**src/rtl/cam_frame_writer.sv**
```systemverilog
// rtl/cam_frame_writer.sv - camera pixel stream to 256x256 frame-buffer writer (option: CAM_GRAYSCALE_EN)
module cam_frame_writer #(
    parameter int H_PIXELS = 640,
    parameter int V_LINES  = 480,
    parameter int X_OFF    = 0,
    parameter int Y_OFF    = 0
) (
    input  logic        clk,
    input  logic        rst_n,
    input  logic        vsync,
    input  logic        freeze,
    input  logic        pix_valid,
    input  logic [15:0] pix_data,
    output logic        wr_en,
    output logic [15:0] wr_addr,
    output logic [15:0] wr_data,
    output logic        frame_done,
    output logic [7:0]  frame_count,
    output logic        frame_err
);

    typedef enum logic [1:0] {SYNC, ARMED, CAPTURE, HOLD} state_t;

    localparam logic [15:0] X_LAST = 16'(H_PIXELS - 1);
    localparam logic [15:0] Y_END  = 16'(V_LINES);
    localparam logic [15:0] X_LO   = 16'(X_OFF);
    localparam logic [15:0] Y_LO   = 16'(Y_OFF);
    localparam logic [16:0] X_HI   = 17'(X_OFF + 256);
    localparam logic [16:0] Y_HI   = 17'(Y_OFF + 256);

    state_t      state_q, state_d;
    logic        vs_q;
    logic [15:0] x_q, x_d;
    logic [15:0] y_q, y_d;
    logic        wr_en_q, wr_en_d;
    logic [15:0] wr_addr_q, wr_addr_d;
    logic [15:0] wr_data_q, wr_data_d;
    logic        frame_done_q, frame_done_d;
    logic [7:0]  frame_count_q, frame_count_d;
    logic        frame_err_q, frame_err_d;

    logic rise, fall, pix_take, in_win;

`ifdef CAM_GRAYSCALE_EN
    // Luma from 8-bit-expanded channels, then packed back as equal R/G/B.
    function automatic logic [15:0] pix_conv(input logic [15:0] p);
        logic [7:0]  r8, g8, b8;
        logic [15:0] sum;
        logic [4:0]  g5;
        logic [5:0]  g6;
        r8  = {p[15:11], p[15:13]};
        g8  = {p[10:5], p[10:9]};
        b8  = {p[4:0], p[4:2]};
        sum = 16'd77 * {8'd0, r8} + 16'd150 * {8'd0, g8} + 16'd29 * {8'd0, b8};
        g5  = 5'(sum >> 11);
        g6  = 6'(sum >> 10);
        return {g5, g6, g5};
    endfunction
`else
    function automatic logic [15:0] pix_conv(input logic [15:0] p);
        return p;
    endfunction
`endif

    assign rise     = vsync & ~vs_q;
    assign fall     = ~vsync & vs_q;
    assign pix_take = pix_valid & ~vsync & ~fall & ((state_q == CAPTURE) || (state_q == HOLD));
    assign in_win   = (x_q >= X_LO) && ({1'b0, x_q} < X_HI) &&
                      (y_q >= Y_LO) && ({1'b0, y_q} < Y_HI);

    always_comb begin
        state_d       = state_q;
        x_d           = x_q;
        y_d           = y_q;
        wr_en_d       = 1'b0;
        wr_addr_d     = wr_addr_q;
        wr_data_d     = wr_data_q;
        frame_done_d  = 1'b0;
        frame_count_d = frame_count_q;
        frame_err_d   = frame_err_q;

        case (state_q)
            SYNC:    if (rise) state_d = ARMED;
            ARMED:   if (fall) state_d = freeze ? HOLD : CAPTURE;
            CAPTURE: if (rise) begin
                state_d       = ARMED;
                frame_done_d  = 1'b1;
                frame_count_d = frame_count_q + 8'd1;
                if (y_q != Y_END || x_q != 16'd0) frame_err_d = 1'b1;
            end
            HOLD:    if (rise) state_d = ARMED;
            default: state_d = SYNC;
        endcase

        // y parks at V_LINES; anything arriving after that is surplus and dropped.
        if (fall) begin
            x_d = 16'd0;
            y_d = 16'd0;
        end else if (pix_take) begin
            if (y_q == Y_END) begin
                frame_err_d = 1'b1;
            end else begin
                if (state_q == CAPTURE && in_win) begin
                    wr_en_d   = 1'b1;
                    wr_addr_d = {8'(y_q - Y_LO), 8'(x_q - X_LO)};
                    wr_data_d = pix_conv(pix_data);
                end
                if (x_q == X_LAST) begin
                    x_d = 16'd0;
                    y_d = y_q + 16'd1;
                end else begin
                    x_d = x_q + 16'd1;
                end
            end
        end
    end

    always_ff @(posedge clk or negedge rst_n) begin
        if (!rst_n) begin
            state_q       <= SYNC;
            vs_q          <= 1'b1;
            x_q           <= 16'd0;
            y_q           <= 16'd0;
            wr_en_q       <= 1'b0;
            wr_addr_q     <= 16'd0;
            wr_data_q     <= 16'd0;
            frame_done_q  <= 1'b0;
            frame_count_q <= 8'd0;
            frame_err_q   <= 1'b0;
        end else begin
            state_q       <= state_d;
            vs_q          <= vsync;
            x_q           <= x_d;
            y_q           <= y_d;
            wr_en_q       <= wr_en_d;
            wr_addr_q     <= wr_addr_d;
            wr_data_q     <= wr_data_d;
            frame_done_q  <= frame_done_d;
            frame_count_q <= frame_count_d;
            frame_err_q   <= frame_err_d;
        end
    end

    assign wr_en       = wr_en_q;
    assign wr_addr     = wr_addr_q;
    assign wr_data     = wr_data_q;
    assign frame_done  = frame_done_q;
    assign frame_count = frame_count_q;
    assign frame_err   = frame_err_q;

endmodule

```
**config.mk**
```make
export PLATFORM = sky130hd
export DESIGN_NAME = cam_frame_writer
export DESIGN_NICKNAME = d
export VERILOG_FILES = /design/src/rtl/cam_frame_writer.sv
export SDC_FILE = /design/constraint.sdc
export NUM_CORES = 1
export LEC_CHECK = 0
export ABC_AREA = 1
export BUFFER_PORTS_ARGS = -buffer_cell sky130_fd_sc_hd__buf_2
export CORE_ASPECT_RATIO = 0.75
export CORE_UTILIZATION = 45
export CTS_BUF_LIST = sky130_fd_sc_hd__clkbuf_8
export CTS_CLUSTER_DIAMETER = 100
export CTS_CLUSTER_SIZE = 12
export DETAILED_ROUTE_END_ITERATION = 8
export GPL_ROUTABILITY_DRIVEN = 1
export PLACE_DENSITY = 0.67
export SLEW_MARGIN = 20
export SYNTH_ARGS = -nofsm -noshare
export SYNTH_HDL_FRONTEND = slang
export SYNTH_SLANG_ARGS = --single-unit
export TNS_END_PERCENT = 20
```
**constraint.sdc**
```tcl
create_clock -name clk -period 1.8 [get_ports clk]
set_clock_uncertainty 0.1 [all_clocks]
set_input_delay 0.27 -clock clk [delete_from_list [all_inputs] [get_ports clk]]
set_output_delay 0.27 -clock clk [all_outputs]
set_load 0.1 [all_outputs]
```
* Word level (Yosys, flattened, before mapping)
Cells that the tools add are included.
** Storage, ports and cells
- Register bits after elaboration :: 78
- Logic and storage cells :: 75
** Operators by class
- Add/subtract/negate cells :: 3
- Magnitude comparators :: 4
- Equal/unequal tests :: 9
- Muxes and demuxes :: 24
- Bitwise operators :: 9
- Reduce and logical (&&, ||, !) cells :: 16
** Operators with widths (count)
- $mux W16 :: 8
- $add A16 B1 Y16 const B :: 2
- $ge A16 B1 Y1 const B :: 2
- $lt A16 B9 Y1 const B :: 2
- $eq A16 B10 Y1 const B :: 1
- $eq A16 B9 Y1 const B :: 1
- $ne A16 B9 Y1 const B :: 1
- $reduce_bool A16 Y1 :: 1
- $mux W1 :: 13
- $add A8 B1 Y8 const B :: 1
- $reduce_and A2 Y1 :: 3
- $and A1 B1 Y1 :: 5
- $eq A2 B2 Y1 const B :: 2
- $logic_and A1 B1 Y1 :: 4
- $mux W2 :: 2
- $ne A2 B2 Y1 const B :: 2
- $not A1 Y1 :: 4
- $pmux W2 S2 :: 1
- $reduce_and A4 Y1 :: 1
- $reduce_bool A2 Y1 :: 2
- $reduce_and A3 Y1 :: 1
- $reduce_or A3 Y1 :: 1
- $eq A2 B1 Y1 const B :: 1
- $logic_not A2 Y1 :: 1
- 2 further kinds :: 3

* Longest topological paths before layout
- Word-level depth :: 9
- Depth in mapped cells :: 12
- Mapped depth without buffers :: 10

* Least setup slack after synthesis
No wires, ideal clock.
- Kind :: reg2reg
- Start point :: register frame_count_q[1] (netlist: frame_count[1])
- End point :: register frame_count_q[6] (netlist: frame_count[6])
- Arrival :: 1.731 ns
- Data required time :: 1.538 ns
- Path slack :: -0.193 ns
- Cell stages (with the launch flop) :: 7
- Path buffers :: 0
- Period minus slack after synthesis :: 1.993 ns
- Path through :: dfrtp_1 -> ha_1 -> inv_1 -> nor2_1 -> nand3_1 -> nor2_1 -> xor2_1
** Between the ends
- Cells in the longest elaborated chain, start to end :: 1
** Ends and longest elaborated chain
- start: declaration :: RTL line 39 : logic [7:0] frame_count_q, frame_count_d;
- start signal: assignment :: RTL line 139 : frame_count_q <= frame_count_d;
- $add A8 B1 Y8 :: RTL line 88 : frame_count_d = frame_count_q + 8'd1;
No other way between the ends.
A chain may end at the register's enable or synchronous reset.

* Worst setup path after layout
- Start point :: register y_q[1]
- End point :: register wr_addr_q[1] (netlist: wr_addr[1])
** Between the ends
- Cells in the longest elaborated chain, start to end :: 5
- Elaborated cells on any way between the ends :: 8
- Classes of those cells :: order compare: 2; eq/ne: 1; bitwise: 1; reduce/logical: 4
** Ends and longest elaborated chain
- start: declaration :: RTL line 34 : logic [15:0] y_q, y_d;
- start signal: assignment :: RTL line 134 : y_q <= y_d;
- $ge A16 B1 Y1 :: RTL line 69 : (y_q >= Y_LO) && ({1'b0, y_q} < Y_HI);
- $logic_and A1 B1 Y1 :: RTL line 68 : assign in_win = (x_q >= X_LO) && ({1'b0, x_q} < X_HI) &&
- $logic_and A1 B1 Y1 :: RTL line 69
- $logic_and A1 B1 Y1 :: RTL line 103 : if (state_q == CAPTURE && in_win) begin
- $reduce_and A4 Y1 (no line) (*)
- end signal: assignment :: RTL line 136 : wr_addr_q <= wr_addr_d;
- end: declaration :: RTL line 36 : logic [15:0] wr_addr_q, wr_addr_d;
Mark *: on every way between the ends. The rest lies on a longest branch, timed or not.

==> impl_metrics.yaml <==
outcome:
  status: "finished clean"
global_routing:
  grt_max_degree: 35
  grt_usage: 0.220
  grt_antenna_before_repair: 0
  overflow: 0
  first_global_vias: 3521
  grt_first_pass_wirelength_um: 17000
synth:
  syn_inst: 573
  synth-main-ff-cell: "dfrtp_1"
  synthArstFlopShare: 1.00
  yosys_warnings: 0
  synth-edff-count: 0
  syn_nets: 599
  ys_types: 34
  synth.avg_cell_area_um2: 7.44
  netlist_area_um2: 4260
  ys_ff_latch: 78
  seq_area_frac_synth: 0.458
floorplanning:
  row_count: 30
  start_util: 0.467
  ios: 64
  dieArea_um2: 9870
  coreArea_um2: 9120
  die_h_um: 86.3
  die_w_um: 114
worst_setup_path:
  critPathMaxFanout: 16
  cp.required_ns: 1.96
  r2r_cells: 11
  path_class: "flip-flop to flip-flop"
  crit_top_cell: "nand2_1"
  reg2reg_slack_ns: 0.07
  path_cells: "inv_1 > ha_1 > nand2_1 > nor2_2 > nand2_1 > nand2_2 > inv_4 > nand2_4 > clkbuf_16 > nand2_1 > nand2_1"
  cpLargestDelayFamily: "simple AND/OR/NAND/NOR gates"
  slowest_stage: "dfrtp_1"
  cp_slowest_stage_delay_ns: 0.40
  end_kind: "flip-flop"
  crit_arrival_ns: 1.89
  worst_setup_path_start_kind: "flip-flop"
  cp.buffers_inverters: 3
  worst-path-stages: 11
place:
  place_inst: 779
  dpl.hpwl_um: 7450
  place_area_um2: 4970
  place_ws_ns: 0.0421
  place_congestion: 0.908
  io_buffers: 63
drt:
  drtPass1Iterations: 5
  wl_per_cell_um: 12.8
  drt_iter0_drc: 312
  wirelength_um: 10200
  num_vias: 3964
  viasPerCell: 4.96
  route.detailed.drc: 0
  antenna_left: 0
clock_tree:
  cts_buffers: 9
  cts_sinks: 78
  cts_tree: "done"
  path_clk_slew_ns: 0.09
  htree_levels: 3
  cts_buffer_depth: 2
  root_buffer: "clkbuf_8"
  clk_latency_ns: 0.36
sta:
  slew_headroom: 0.672
  period_needed_ns: 1.73
  tightest_slew_ns: 0.495
  finalSetupViolCount: 0
  holdWs_ns: 0.0393
  setup_slack_ns: 0.0660
  hold_violations: 0
  fin_tns_setup_ns: 0
  max_freq_mhz: 577
  rsz0062_at_grt: "yes"
  slew_violations: 0
  post-route-period-util: 0.963
power:
  net-switching-power_mw: 2.31
  clkPwrFrac: 0.250
  internal_power_mw: 2.99
  irDropWorstVdd_mv: 0.945
  powerDensity_nw_per_um2: 1010
  power_frac_seq: 0.396
  comb_power_share: 0.354
  p_leak_nw: 2.92
  switching_share: 0.435
  power_mw: 5.30
final_layout:
  final_area_um2: 5250
  drive_gt1_frac: 0.219
  fillers: 865
  antenna_cells: 0
  post-route-util: 0.576
  num-nets-final: 692
  layoutNonFillerInstCount: 799
  syn_to_final_growth_pct: 23.2
min_path:
  hold_path_depth: 3
  hold_class: "primary input to flip-flop"
flow_run:
  drv_cap: 0
-- per-layer routing --
layer	track usage	vias up	wire, um
met1	0.320	1801	5220
met2	0.327	142	4270
met5	0	-	0
met3	0.0524	16	613
met4	0.0567	0	111
li1	-	2005	-
-- power by group through the flow --
stage                     clock network, mW  registers, mW  logic (mW)
after detailed placement                  0           2.13        1.87
after floorplan                           0           3.08       0.462
after CTS                              1.38           2.10        1.87
after global routing                   1.44           2.13        2.00
final                                  1.32           2.10        1.87
after global placement                    0           2.13        1.84
-- area by class of cell --
cell class / instances / area [um2] / share of cell area
Tap cell: 128 / 160 / 0.0305
Clock buffer: 9 / 124 / 0.0236
Multi-Input combinational cell: 425 / 2030 / 0.386
Timing Repair Buffer: 105 / 734 / 0.140
Inverter: 47 / 179 / 0.0341
Clock inverter: 7 / 72.6 / 0.0138
Sequential cell: 78 / 1960 / 0.372
-- cells by family after synthesis --
logic type               share of synthesized area
flip-flops                                   0.458
buffers and inverters                       0.0716
XOR/XNOR                                    0.0329
AO/OA/AOI/OAI                               0.0294
adder cells (fa/ha/maj)                     0.0147
AND/OR/NAND/NOR                              0.393
-- sequential cells by signal, summed over array words and instances, names as in the netlist --
register,count
wr_addr,16
wr_data,16
x_q,16
y_q,16
frame_count,8
state_q,2
frame_done,1
frame_err,1
vs_q,1
wr_en,1
-- worst register-to-register path: stages, from the launching register on --
cell	delay, ns
dfrtp_1	0.40
inv_1	0.06
ha_1	0.17
nand2_1	0.10
nor2_2	0.06
nand2_1	0.11
nand2_2	0.10
inv_4	0.13
nand2_4	0.08
clkbuf_16	0.18
nand2_1	0.07
nand2_1	0.05
-- cell usage after synthesis (2+ instances only) --
| cell | count | area [um2] |
|---|---|---|
| nand2_1 | 210 | 788 |
| dfrtp_1 | 77 | 1930 |
| nor2_1 | 66 | 248 |
| nand3_1 | 65 | 325 |
| inv_1 | 42 | 158 |
| nand4_1 | 19 | 119 |
| o21ai_0 | 16 | 80.1 |
| buf_2 | 13 | 65.1 |
| xor2_1 | 13 | 114 |
| ha_1 | 5 | 62.6 |
| clkbuf_1 | 4 | 15.0 |
| inv_2 | 4 | 15.0 |
| nand2_2 | 4 | 25.0 |
| buf_4 | 3 | 22.5 |
| nor2_4 | 3 | 33.8 |
| xnor2_1 | 3 | 26.3 |
| buf_6 | 2 | 22.5 |
| nand2_4 | 2 | 22.5 |
| nor2_2 | 2 | 12.5 |
| nor2_8 | 2 | 40.0 |
| nor3_1 | 2 | 10.0 |
| nor3b_1 | 2 | 15.0 |
| o21ai_1 | 2 | 10.0 |
| o21bai_1 | 2 | 15.0 |
-- what timing repair did --
action	CTS	global route
setup endpoints to repair	0	45
hold buffers	2	0
setup buffers	0	1
endpoints found under the hold margin	28	0
resized for setup	0	11
-- worst paths after layout --
check,startpoint,end
setup / recovery,y_q[1],wr_addr[1]
hold / removal,pix_data[0],wr_data[0]
setup reg to reg,y_q[1],wr_addr[1]
hold reg to reg,wr_data[0],wr_data[0]
max in group asynchronous,rst_n,x_q[13]
min in group asynchronous,rst_n,wr_addr[13]
-- cell usage in the layout, fill, tap and decap left out, drive strengths merged --
cell           n
a21oi          1
and2           1
buf          102
bufinv         1
clkbuf        10
clkinv         3
clkinvlp       1
dfrtp         77
dfstp          1
dlygate4sd3    2
ha             5
inv           49
nand2        216
nand3         66
nand3b         1
nand4         19
nor2          73
nor3           2
nor3b          2
o211ai         1
o21ai         18
o21bai         2
o31ai          1
or2            1
xnor2          3
xor2          13
(Power assumes the default switching activity.)
